`config.mk`:
```
export PLATFORM = sky130hd
export DESIGN_NAME = prog_timer
export DESIGN_NICKNAME = d
export VERILOG_FILES = /design/src/rtl/prog_timer.sv
export SDC_FILE = /design/constraint.sdc
export NUM_CORES = 1
export LEC_CHECK = 0
export ABC_AREA = 1
export CORE_MARGIN = 2
export CORE_UTILIZATION = 57
export DETAILED_ROUTE_END_ITERATION = 10
export MAX_ROUTING_LAYER = met4
export PLACE_DENSITY = 0.86
export SYNTH_ARGS = -nofsm -noshare
export SYNTH_HDL_FRONTEND = slang
export SYNTH_SLANG_ARGS = --single-unit
```
`constraint.sdc`:
```
create_clock -name clk -period 2.2 [get_ports clk]
set_input_delay 0.44 -clock clk [delete_from_list [all_inputs] [get_ports clk]]
set_output_delay 0.44 -clock clk [all_outputs]
set_load 0.02 [all_outputs]
```
`src/rtl/prog_timer.sv`:
```
// prog_timer: prescaled up/down interval timer, periodic or one-shot.
// Ports: clk, rst (async low); en, clr, load, load_val, dir, one_shot, limit in; count, tick, done, running out.
module prog_timer #(
  parameter int unsigned PRESCALE = 50_000_000,
  parameter int unsigned WIDTH    = 10
) (
  input  logic             clk,
  input  logic             rst,
  input  logic             en,
  input  logic             clr,
  input  logic             load,
  input  logic [WIDTH-1:0] load_val,
  input  logic             dir,
  input  logic             one_shot,
  input  logic [WIDTH-1:0] limit,
  output logic [WIDTH-1:0] count,
  output logic             tick,
  output logic             done,
  output logic             running
);

  localparam int unsigned PW =
    (PRESCALE > 1) ? $clog2(PRESCALE) : 1;
  localparam logic [PW-1:0] PMAX = PW'(PRESCALE - 1);
  localparam logic [PW-1:0] PONE = PW'(1);
  localparam logic [WIDTH-1:0] ONE = WIDTH'(1);

  logic [WIDTH-1:0] count_q, count_d;
  logic [PW-1:0]    psc_q, psc_d;
  logic             stop_q, stop_d;
  logic             tick_q, tick_d;
  logic             done_q, done_d;

  logic active;
  logic wrap;
  logic term;

  assign active = en & ~stop_q;
  assign wrap   = (psc_q == PMAX);
  // ">=" so a limit lowered under count ends on the next step
  assign term   = dir ? (count_q == '0)
                      : (count_q >= limit);

  always_comb begin
    count_d = count_q;
    psc_d   = psc_q;
    stop_d  = stop_q;
    tick_d  = 1'b0;
    done_d  = 1'b0;
    if (clr) begin
      count_d = '0;
      psc_d   = '0;
      stop_d  = 1'b0;
    end else if (load) begin
      count_d = load_val;
      psc_d   = '0;
      stop_d  = 1'b0;
    end else if (active) begin
      if (wrap) begin
        psc_d  = '0;
        tick_d = 1'b1;
        if (term) begin
          done_d = 1'b1;
          if (one_shot) begin
            stop_d = 1'b1;
          end else begin
            count_d = dir ? limit : '0;
          end
        end else begin
          count_d = dir ? (count_q - ONE)
                        : (count_q + ONE);
        end
      end else begin
        psc_d = psc_q + PONE;
      end
    end
  end

  always_ff @(posedge clk or negedge rst) begin
    if (!rst) begin
      count_q <= '0;
      psc_q   <= '0;
      stop_q  <= 1'b0;
      tick_q  <= 1'b0;
      done_q  <= 1'b0;
    end else begin
      count_q <= count_d;
      psc_q   <= psc_d;
      stop_q  <= stop_d;
      tick_q  <= tick_d;
      done_q  <= done_d;
    end
  end

  assign count   = count_q;
  assign tick    = tick_q;
  assign done    = done_q;
  assign running = active;

endmodule

```
# Word-level counts from Yosys, hierarchy flattened
# Index checks and enable logic that the tools add are counted.
dict set report classes {
  add_sub_neg 3
  order_cmp 1
  n_eq_ne 2
  mux 28
  bitwise_logic 2
  n_reduce_logical 7
}
# op n
set op_table {}
lappend op_table {{$mux 26} 4}
lappend op_table {{$mux 10} 8}
lappend op_table {{$add 26x1->26 const B} 1}
lappend op_table {{$eq 26x26->1 const B} 1}
lappend op_table {{$mux 1} 16}
lappend op_table {{$reduce_bool 3->1} 4}
lappend op_table {{$add 10x1->10 const B} 1}
lappend op_table {{$ge 10x10->1} 1}
lappend op_table {{$logic_not 10->1} 1}
lappend op_table {{$sub 10x1->10 const B} 1}
lappend op_table {{$ne 4x4->1 const B} 1}
lappend op_table {{$reduce_and 4->1} 1}
lappend op_table {{$reduce_and 3->1} 1}
lappend op_table {{$and 1x1->1} 1}
lappend op_table {{$not 1->1} 1}
dict set report totals {
  regBits 39
  input_bits 27
}

# Depth between registers and ports, before layout
# Gate-level depths: netlist of run 1.
dict set report logic_depth {
  depth_word 7
  depth_mapped 17
  ltp_nobuf 16
}

# Worst setup path before layout of run 1
# No wires, ideal clock.
dict set report synth_path {
  path_type {register to register}
  from {register count_q[0], in the netlist count[0]}
  to {register count_q[8], in the netlist count[8]}
  setup_ns 0.117
  arrival_ns 1.875
  required_time_ns 2.083
  path_slack_ns 0.207
  stages_incl_launch_ff 18
  path_buffers 1
  path_cell_list {dfrtp_1 inv_1 ha_1 inv_1 nand2_1 nand2_1 nand2_1 nand2_1 nand2_1 nand2_1 nand3_1 nand2_1 buf_4 nand2_1 nand2_1 nand2_1 nand3_1 nand2_1}
}
dict set report synth_between {
  elab_chain_cells 7
  word_cells_on_any_way 13
  cone_classes {add/sub: 2; order compare: 1; eq/ne: 1; mux: 7; reduce/logical: 2}
}
# element line_no
set synth_lines {}
lappend synth_lines {{from (decl)} 28} ;# logic [WIDTH-1:0] count_q, count_d;
lappend synth_lines {{from (signal assigned)} 87} ;# count_q <= count_d;
lappend synth_lines {{$add 10x1->10, or another cell as far along} 71} ;# : (count_q + ONE);
lappend synth_lines {{$mux 10 / $mux 1 (equally long branches)} {70, 41}}
lappend synth_lines {{$mux 10} 62} ;# if (term) begin
lappend synth_lines {{$mux 10} 59} ;# if (wrap) begin
lappend synth_lines {{$mux 10} 58} ;# end else if (active) begin
lappend synth_lines {{$mux 10} 54} ;# end else if (load) begin
lappend synth_lines {{$mux 10} 50} ;# if (clr) begin
# Several ways; a longest one is shown, not always the timed one. The select of a mux whose other input is x is not followed.
# A chain may end at the register's enable or synchronous reset.

# Worst setup path after layout of run 1
dict set report layout_path {
  from {input port limit[4]}
  to {register count_q[0], in the netlist count[0]}
}
dict set report layout_between {
  elab_chain_cells 7
  word_cells_on_any_way 9
  cone_classes {order compare: 1; eq/ne: 1; mux: 6; reduce/logical: 1}
}
# element line_no
set layout_lines {}
lappend layout_lines {{from (decl)} 15} ;# input logic [WIDTH-1:0] limit,
lappend layout_lines {{$ge 10x10->1 (*)} 42} ;# : (count_q >= limit);
lappend layout_lines {{$mux 1 (*)} 41} ;# assign term = dir ? (count_q == '0)
lappend layout_lines {{$mux 10} 62}
lappend layout_lines {{$mux 10} 59}
lappend layout_lines {{$mux 10} 58}
lappend layout_lines {{$mux 10} 54}
lappend layout_lines {{$mux 10} 50}
# Mark *: on every way between the ends. The rest lies on a longest branch, timed or not. The select of a mux whose other input is x is not followed.

==> results of run 1 <==
## how the worst min path moves through the flow
stage               from       end  cells after the start  slack [ns]
floorplan            rst  count[0]                      0        0.14
global placement     rst  psc_q[4]                      1        0.47
detailed placement   rst  psc_q[4]                      1        0.48
CTS                  rst  psc_q[4]                      1        0.16
global route         rst  psc_q[4]                      1        0.18
finish               rst  psc_q[4]                      1        0.13
## per-stage QoR
stage / TNS, ns / instances / cell area (sq um)
floorplan: 0 / 479 / 3220
finish: 0 / 627 / 4180
detailed placement: -3.23 / 618 / 3920
global placement: -2.28 / 618 / 3920
global route: -0.361 / 627 / 4180
CTS: 0 / 626 / 4060
## placed cells by master, fill, tap and decap left out, types with 2 or more instances in the layout
master / synthesis / routed
a21oi_1: 16 / 13
a21oi_2: 0 / 3
buf_4: 2 / 35
buf_6: 1 / 2
bufinv_16: 0 / 2
clkbuf_8: 0 / 5
clkdlybuf4s50_1: 0 / 37
dfrtp_1: 39 / 39
ha_1: 19 / 14
ha_4: 0 / 4
inv_1: 62 / 62
inv_2: 7 / 7
nand2_1: 125 / 122
nand2_2: 5 / 7
nand3_1: 54 / 51
nand3_2: 2 / 5
nand3b_1: 2 / 2
nand4_1: 11 / 11
nor2_1: 61 / 60
nor2_2: 4 / 5
nor2_4: 3 / 3
nor3_1: 15 / 15
nor3_2: 6 / 6
o21a_1: 3 / 3
o21ai_0: 7 / 7
o21ai_1: 2 / 2
o21bai_1: 2 / 2
o22ai_1: 3 / 3
xnor2_1: 3 / 3
xor2_1: 8 / 8
## critical path: cells and delay by family
kind / cells / cell delay [ns]
and+or+nand+nor: 11 / 0.95
buffers and inverters: 3 / 0.70
adders and majority gates: 1 / 0.30
## state kept, by name, indices dropped and copies added, names as in the netlist
register / cells
done: 1
tick: 1
stop_q: 1
psc_q: 26
count: 10
## per-layer routing
metal,up-vias,track usage (%),share of wire (%)
met5,-,-,0
met4,0,6.38,1.8
met3,26,5.45,8.5
met2,191,47.0,46
met1,1640,44.2,43
li1,1699,-,-
## area by class of cell
class / count / area [sq um] / share of cell area, %
timing repair buffer: 76 / 673 / 16.1
multi-input combinational: 363 / 2040 / 48.9
sequential: 39 / 976 / 23.4
tap: 72 / 90.1 / 2.16
clock buffer: 5 / 68.8 / 1.65
clock inverter: 3 / 67.6 / 1.62
inverter: 69 / 259 / 6.20
## power groups by stage
| stage | logic [mW] | clock network, mW | registers, mW |
|---|---|---|---|
| global route | 0.899 | 0.755 | 0.812 |
| detailed placement | 0.735 | 0 | 0.817 |
| finish | 0.818 | 0.724 | 0.809 |
| global placement | 0.715 | 0 | 0.817 |
| CTS | 0.745 | 0.722 | 0.802 |
| floorplan | 0.404 | 0 | 0.833 |
## repair_timing
item / in CTS / in global routing
buffers inserted: 0 / 1
pin swaps: 0 / 3
resized for setup: 2 / 20
endpoints found under the setup margin: 5 / 12
## cell families after synthesis
kind of cell    share of synthesized area [%]
compound gates                           6.93
xor+xnor                                 3.00
fa+ha+maj                                8.02
buf+inv                                  9.45
flops                                    30.4
simple gates                             42.3
==> impl_metrics.yaml, run 1 <==
global_routing:
  first_global_vias: 3260
  grt_use_total_pct: 31.0
  grt_pass1_wl_um: 15000
  grt_remaining_overflow: 0
  grt_max_degree: 28
  antenna_found_initial: 0
timing:
  min_period_over_period_pct: 99.7
  finalCriticalPeriod_ns: 2.19
  setup_viol: 0
  finalWorstSetupSlack_ns: 0.00767
  max_clock_freq_ghz: 0.456
  maxSlewHeadroom_pct: 59.6
  holdWs_ns: 0.133
  drv_slew: 0
  hold_viol: 0
  rsz0062_at_grt: "yes"
  worst_pin_slew_ns: 0.605
  fin_skew_ns: 0.0131
route:
  drt-initial-drc-count: 353
  drc_errors: 0
  drt-vias-per-instance: 5.67
  drtAntennaViolNets: 0
  routed_wl_um: 9330
  first_pass_iters: 5
  num_vias: 3556
  wl_per_cell_um: 14.9
power:
  leakagePower_nw: 2.01
  power.total_mw: 2.35
  clock_power_share_pct: 30.8
  power_density_nw_per_um2: 563
  vdd_ir_drop_max_uv: 615
  power_frac_seq_pct: 34.4
  p_int_mw: 1.57
  p_comb_share_pct: 34.8
  swShare_pct: 33.3
  switchingPower_mw: 0.783
floorplanning:
  die_h_um: 79.1
  start_util_pct: 58.8
  io_pins: 40
  num_rows: 27
  core-area_sq_um: 5470
  dieArea_sq_um: 6260
  die_w_um: 79.1
logic_synthesis:
  yosysTopAreaCell: "dfrtp_1"
  synth_edf_count: 0
  syn_area_sq_um: 3220
  synth.most_common_cell: "nand2_1"
  ys_seq_elements: 39
  postSynthAreaPerCell_sq_um: 6.71
  synth.top_cells.by_count: "125 x nand2_1, 62 x inv_1, 61 x nor2_1"
  ys.flop_type: "dfrtp_1"
  synth_cells: 479
  ys_seq_area_share_pct: 30.4
  ys_warn_count: 0
  synth.area.top_cells: "dfrtp_1 30%, nand2_1 15%, nand3_1 8.4%, ha_1 7.4%, inv_1 7.2%"
  ys_async_sr_fraction_pct: 100
  synth.distinct_cells: 39
  netlist.area_leader.share_pct: 30.4
  synth_nets: 526
worst_setup_path:
  slowest_stage: "clkdlybuf4s50_1"
  reg2reg_depth: 16
  cpMostUsedCell: "nand2_1"
  crit_end: "count[0]"
  worstPathArrival_ns: 2.38
  crit_type: "in2reg"
  path_max_fanout: 8
  crit_chain: "clkdlybuf4s50_1 > inv_1 > ha_1 > nand2_2 > nor2_1 > nand2_1 > nand2_1 > nand2_1 > nand3_2 > nand2_2 > buf_6 > nand2_1 > nand3_1 > nand3_1 > nand2_1"
  cp-startpoint: "limit[4]"
  max_stage_delay_ns: 0.49
  reg2reg_slack_ns: 0.14
  rr_endpoint: "count[0]"
  rr_startpoint: "count[0]"
  endpoint_kind: "register"
  start_kind: "input port"
  cp_data_required_time_ns: 2.39
final_layout:
  nNetsFinal: 601
  diodes: 0
  area.growth.synth_to_final_pct: 29.8
  layout-drive-gt1-share_pct: 16.9
  fin_util_pct: 76.3
  fillers: 406
clocking:
  cts-root-buf: "clkbuf_8"
  cts.clk_slew.worst_paths_ns: 0.09
  clkSinkCount: 39
  cts_buffers: 5
  cts_tree: "done"
  insertion_delay_ns: 0.30
  postCtsHoldBufs: 0
  clk_path_buf_depth: 2
  ctsHtreeMaxLevel: 2
placement:
  pre_cts_slack_ns: -0.310
  hpwl_um: 6900
  place.gp.congestion: 0.970
  port_buffers: 39
worst_hold_path:
  hp-class: "in2async"
status:
  status: "finished, final reports clean"
flow_run:
  cap_violations: 0
(Power assumes the default switching activity.)
==> run 2, diff against run 1 <==
Settings changed: ABC_CLOCK_PERIOD_IN_PS from default to 2200, REMOVE_ABC_BUFFERS from default to 1.
==> run 2 against run 1 <==
Net effect: maximum frequency is 3.6% higher; core utilization is 0.98 points higher; hold slack got worse by 0.029 ns; non-clock buffer count is 1 higher; critical path depth fell by 1; combinational power is 5.1% higher; global-route usage rose by 0.36 points; first-iteration DRC count shrank 6.5%; die area is the same; register-to-register slack improved by 0.13 ns.
==> impl_metrics.yaml, run 2 (synthesis results as in run 1) <==
worst_setup_path:
  crit_type: "in2reg"
  cpMostUsedCell: "nand2_1"
  crit_chain: "clkdlybuf4s50_1 > buf_12 > ha_1 > nand3_1 > nand3_1 > nand4_1 > nand2_1 > nand2_1 > nand2_1 > nand2_1 > nand2_1 > nand2_1 > nand3_1 > nand2_1"
  path_max_fanout: 14
  worstPathArrival_ns: 2.31
  cp_data_required_time_ns: 2.39
  start_kind: "input port"
  max_stage_delay_ns: 0.45
  slowest_stage: "clkdlybuf4s50_1"
  endpoint_kind: "register"
final_layout:
  final_cells: 630
  layout-drive-gt1-share_pct: 17.6
  layout_common_cells: "122 x nand2_1, 62 x inv_1, 59 x nor2_1"
  multi_input_area_sq_um: 2090
  layout_commonest_cell: "nand2_1"
  largest_reg_flops: 26
  diodes: 0
  seqCellArea_sq_um: 976
  area.growth.synth_to_final_pct: 31.5
  nNetsFinal: 604
  top_register: "psc_q"
  fillers: 404
route:
  num_vias: 3524
  wl_per_cell_um: 14.8
  drt-initial-drc-count: 330
  highest_layer: "met4"
  drc_errors: 0
  drtAntennaViolNets: 0
  routed_wl_um: 9340
  drt-vias-per-instance: 5.59
  met3_length_um: 451
  first_pass_iters: 6
  met1_length_um: 3640
  wl_met2_um: 4860
floorplanning:
  start_util_pct: 58.8
  dieArea_sq_um: 6260
  io_pins: 40
  num_rows: 27
  core-area_sq_um: 5470
  die_w_um: 79.1
  die_h_um: 79.1
timing:
  setup_viol: 0
  min_period_over_period_pct: 96.2
  drv_slew: 0
  maxSlewHeadroom_pct: 65.9
  hold_viol: 0
  finalCriticalPeriod_ns: 2.12
  rsz0062_at_grt: "yes"
  fin_skew_ns: 0.0108
  max_clock_freq_ghz: 0.472
  worst_pin_slew_ns: 0.512
global_routing:
  grt_use_total_pct: 31.4
  grt_remaining_overflow: 0
  first_global_vias: 3475
  grt_pass1_wl_um: 15100
  grt_max_degree: 23
  antenna_found_initial: 0
status:
  status: "finished, final reports clean"
power:
  power.total_mw: 2.28
  power_density_nw_per_um2: 540
  vdd_ir_drop_max_uv: 592
  leakagePower_nw: 2.04
clocking:
  clkSinkCount: 39
  cts_tree: "done"
  postCtsHoldBufs: 0
  cts.clk_slew.worst_paths_ns: 0.08
  insertion_delay_ns: 0.29
  clk_path_buf_depth: 2
  cts-root-buf: "clkbuf_8"
  cts_buffers: 5
  ctsHtreeMaxLevel: 2
worst_hold_path:
  hp-class: "in2async"
flow_run:
  cap_violations: 0
placement:
  port_buffers: 39
  dp.cells: 618
  hpwl_um: 7010
  place.gp.congestion: 0.913
[run 2: cell types whose count changed in the layout (fill, tap and decap cells not counted), moves of 2 or more]
cell     previous run  this run
buf_12              0         2
buf_6               2         0
nand3_2             5         3
nand3_4             0         2
[run 2: cell type report]
| type | count | share of cell area [%] |
|---|---|---|
| Multi-Input combinational cell | 365 | 49.4 |
| Timing Repair Buffer | 77 | 16.4 |
| Sequential cell | 39 | 23.1 |
| Tap cell | 72 | 2.13 |
| Inverter | 69 | 6.12 |
| Clock buffer | 6 | 1.95 |
| Clock inverter | 2 | 0.828 |
[run 2: path summary, 6_finish.rpt]
check                         start        to  slack [ns]  depth (start not counted)
min in group clk             stop_q    stop_q        0.51                          2
max reg2reg                count[1]  count[7]        0.27                         13
min                             rst      tick        0.10                          1
max in group asynchronous       rst  count[5]        1.55                          2
min reg2reg                  stop_q    stop_q        0.51                          2
max                             dir  count[7]        0.08                         14
[run 2: per-layer routing]
layer / global-route usage, % / vias to the layer above
met5: - / -
met4: 14.1 / 0
met3: 5.23 / 38
met2: 56.1 / 124
met1: 34.2 / 1646
li1: - / 1716
[run 2: what timing repair did]
item                                   in CTS  in global routing
gates cloned                                0                  2
buffers inserted                            0                  2
endpoints found under the hold margin       0                  0
pin swaps                                   0                  8
resized for setup                           3                 21
setup endpoints to repair                  10                 11
[run 2: through the flow]
stage               hold WS [ns]  worst slack [ns]  util [%]  setup TNS, ns  area (sq um)
floorplan                  0.144             0.175         -              0          3170
global placement           0.427            -0.296      72.0          -3.21          3940
detailed placement         0.440            -0.366      72.0          -3.76          3940
CTS                        0.125           0.00164      74.4              0          4070
global route               0.141           -0.0180      77.3        -0.0625          4230
finish                     0.104            0.0829      77.3              0          4230
[run 2: report_power, final]
group	switching [mW]	leakage (nW)	internal [mW]
logic	0.477	1.44	0.382
registers	0.0438	0.532	0.750
clock network	0.263	0.0612	0.367
total	0.784	2.04	1.50
[run 2: critical path: cells and delay by family]
family	cells	cell delay, ns
buffers and inverters	2	0.63
adders and majority gates	1	0.31
and+or+nand+nor	11	0.94
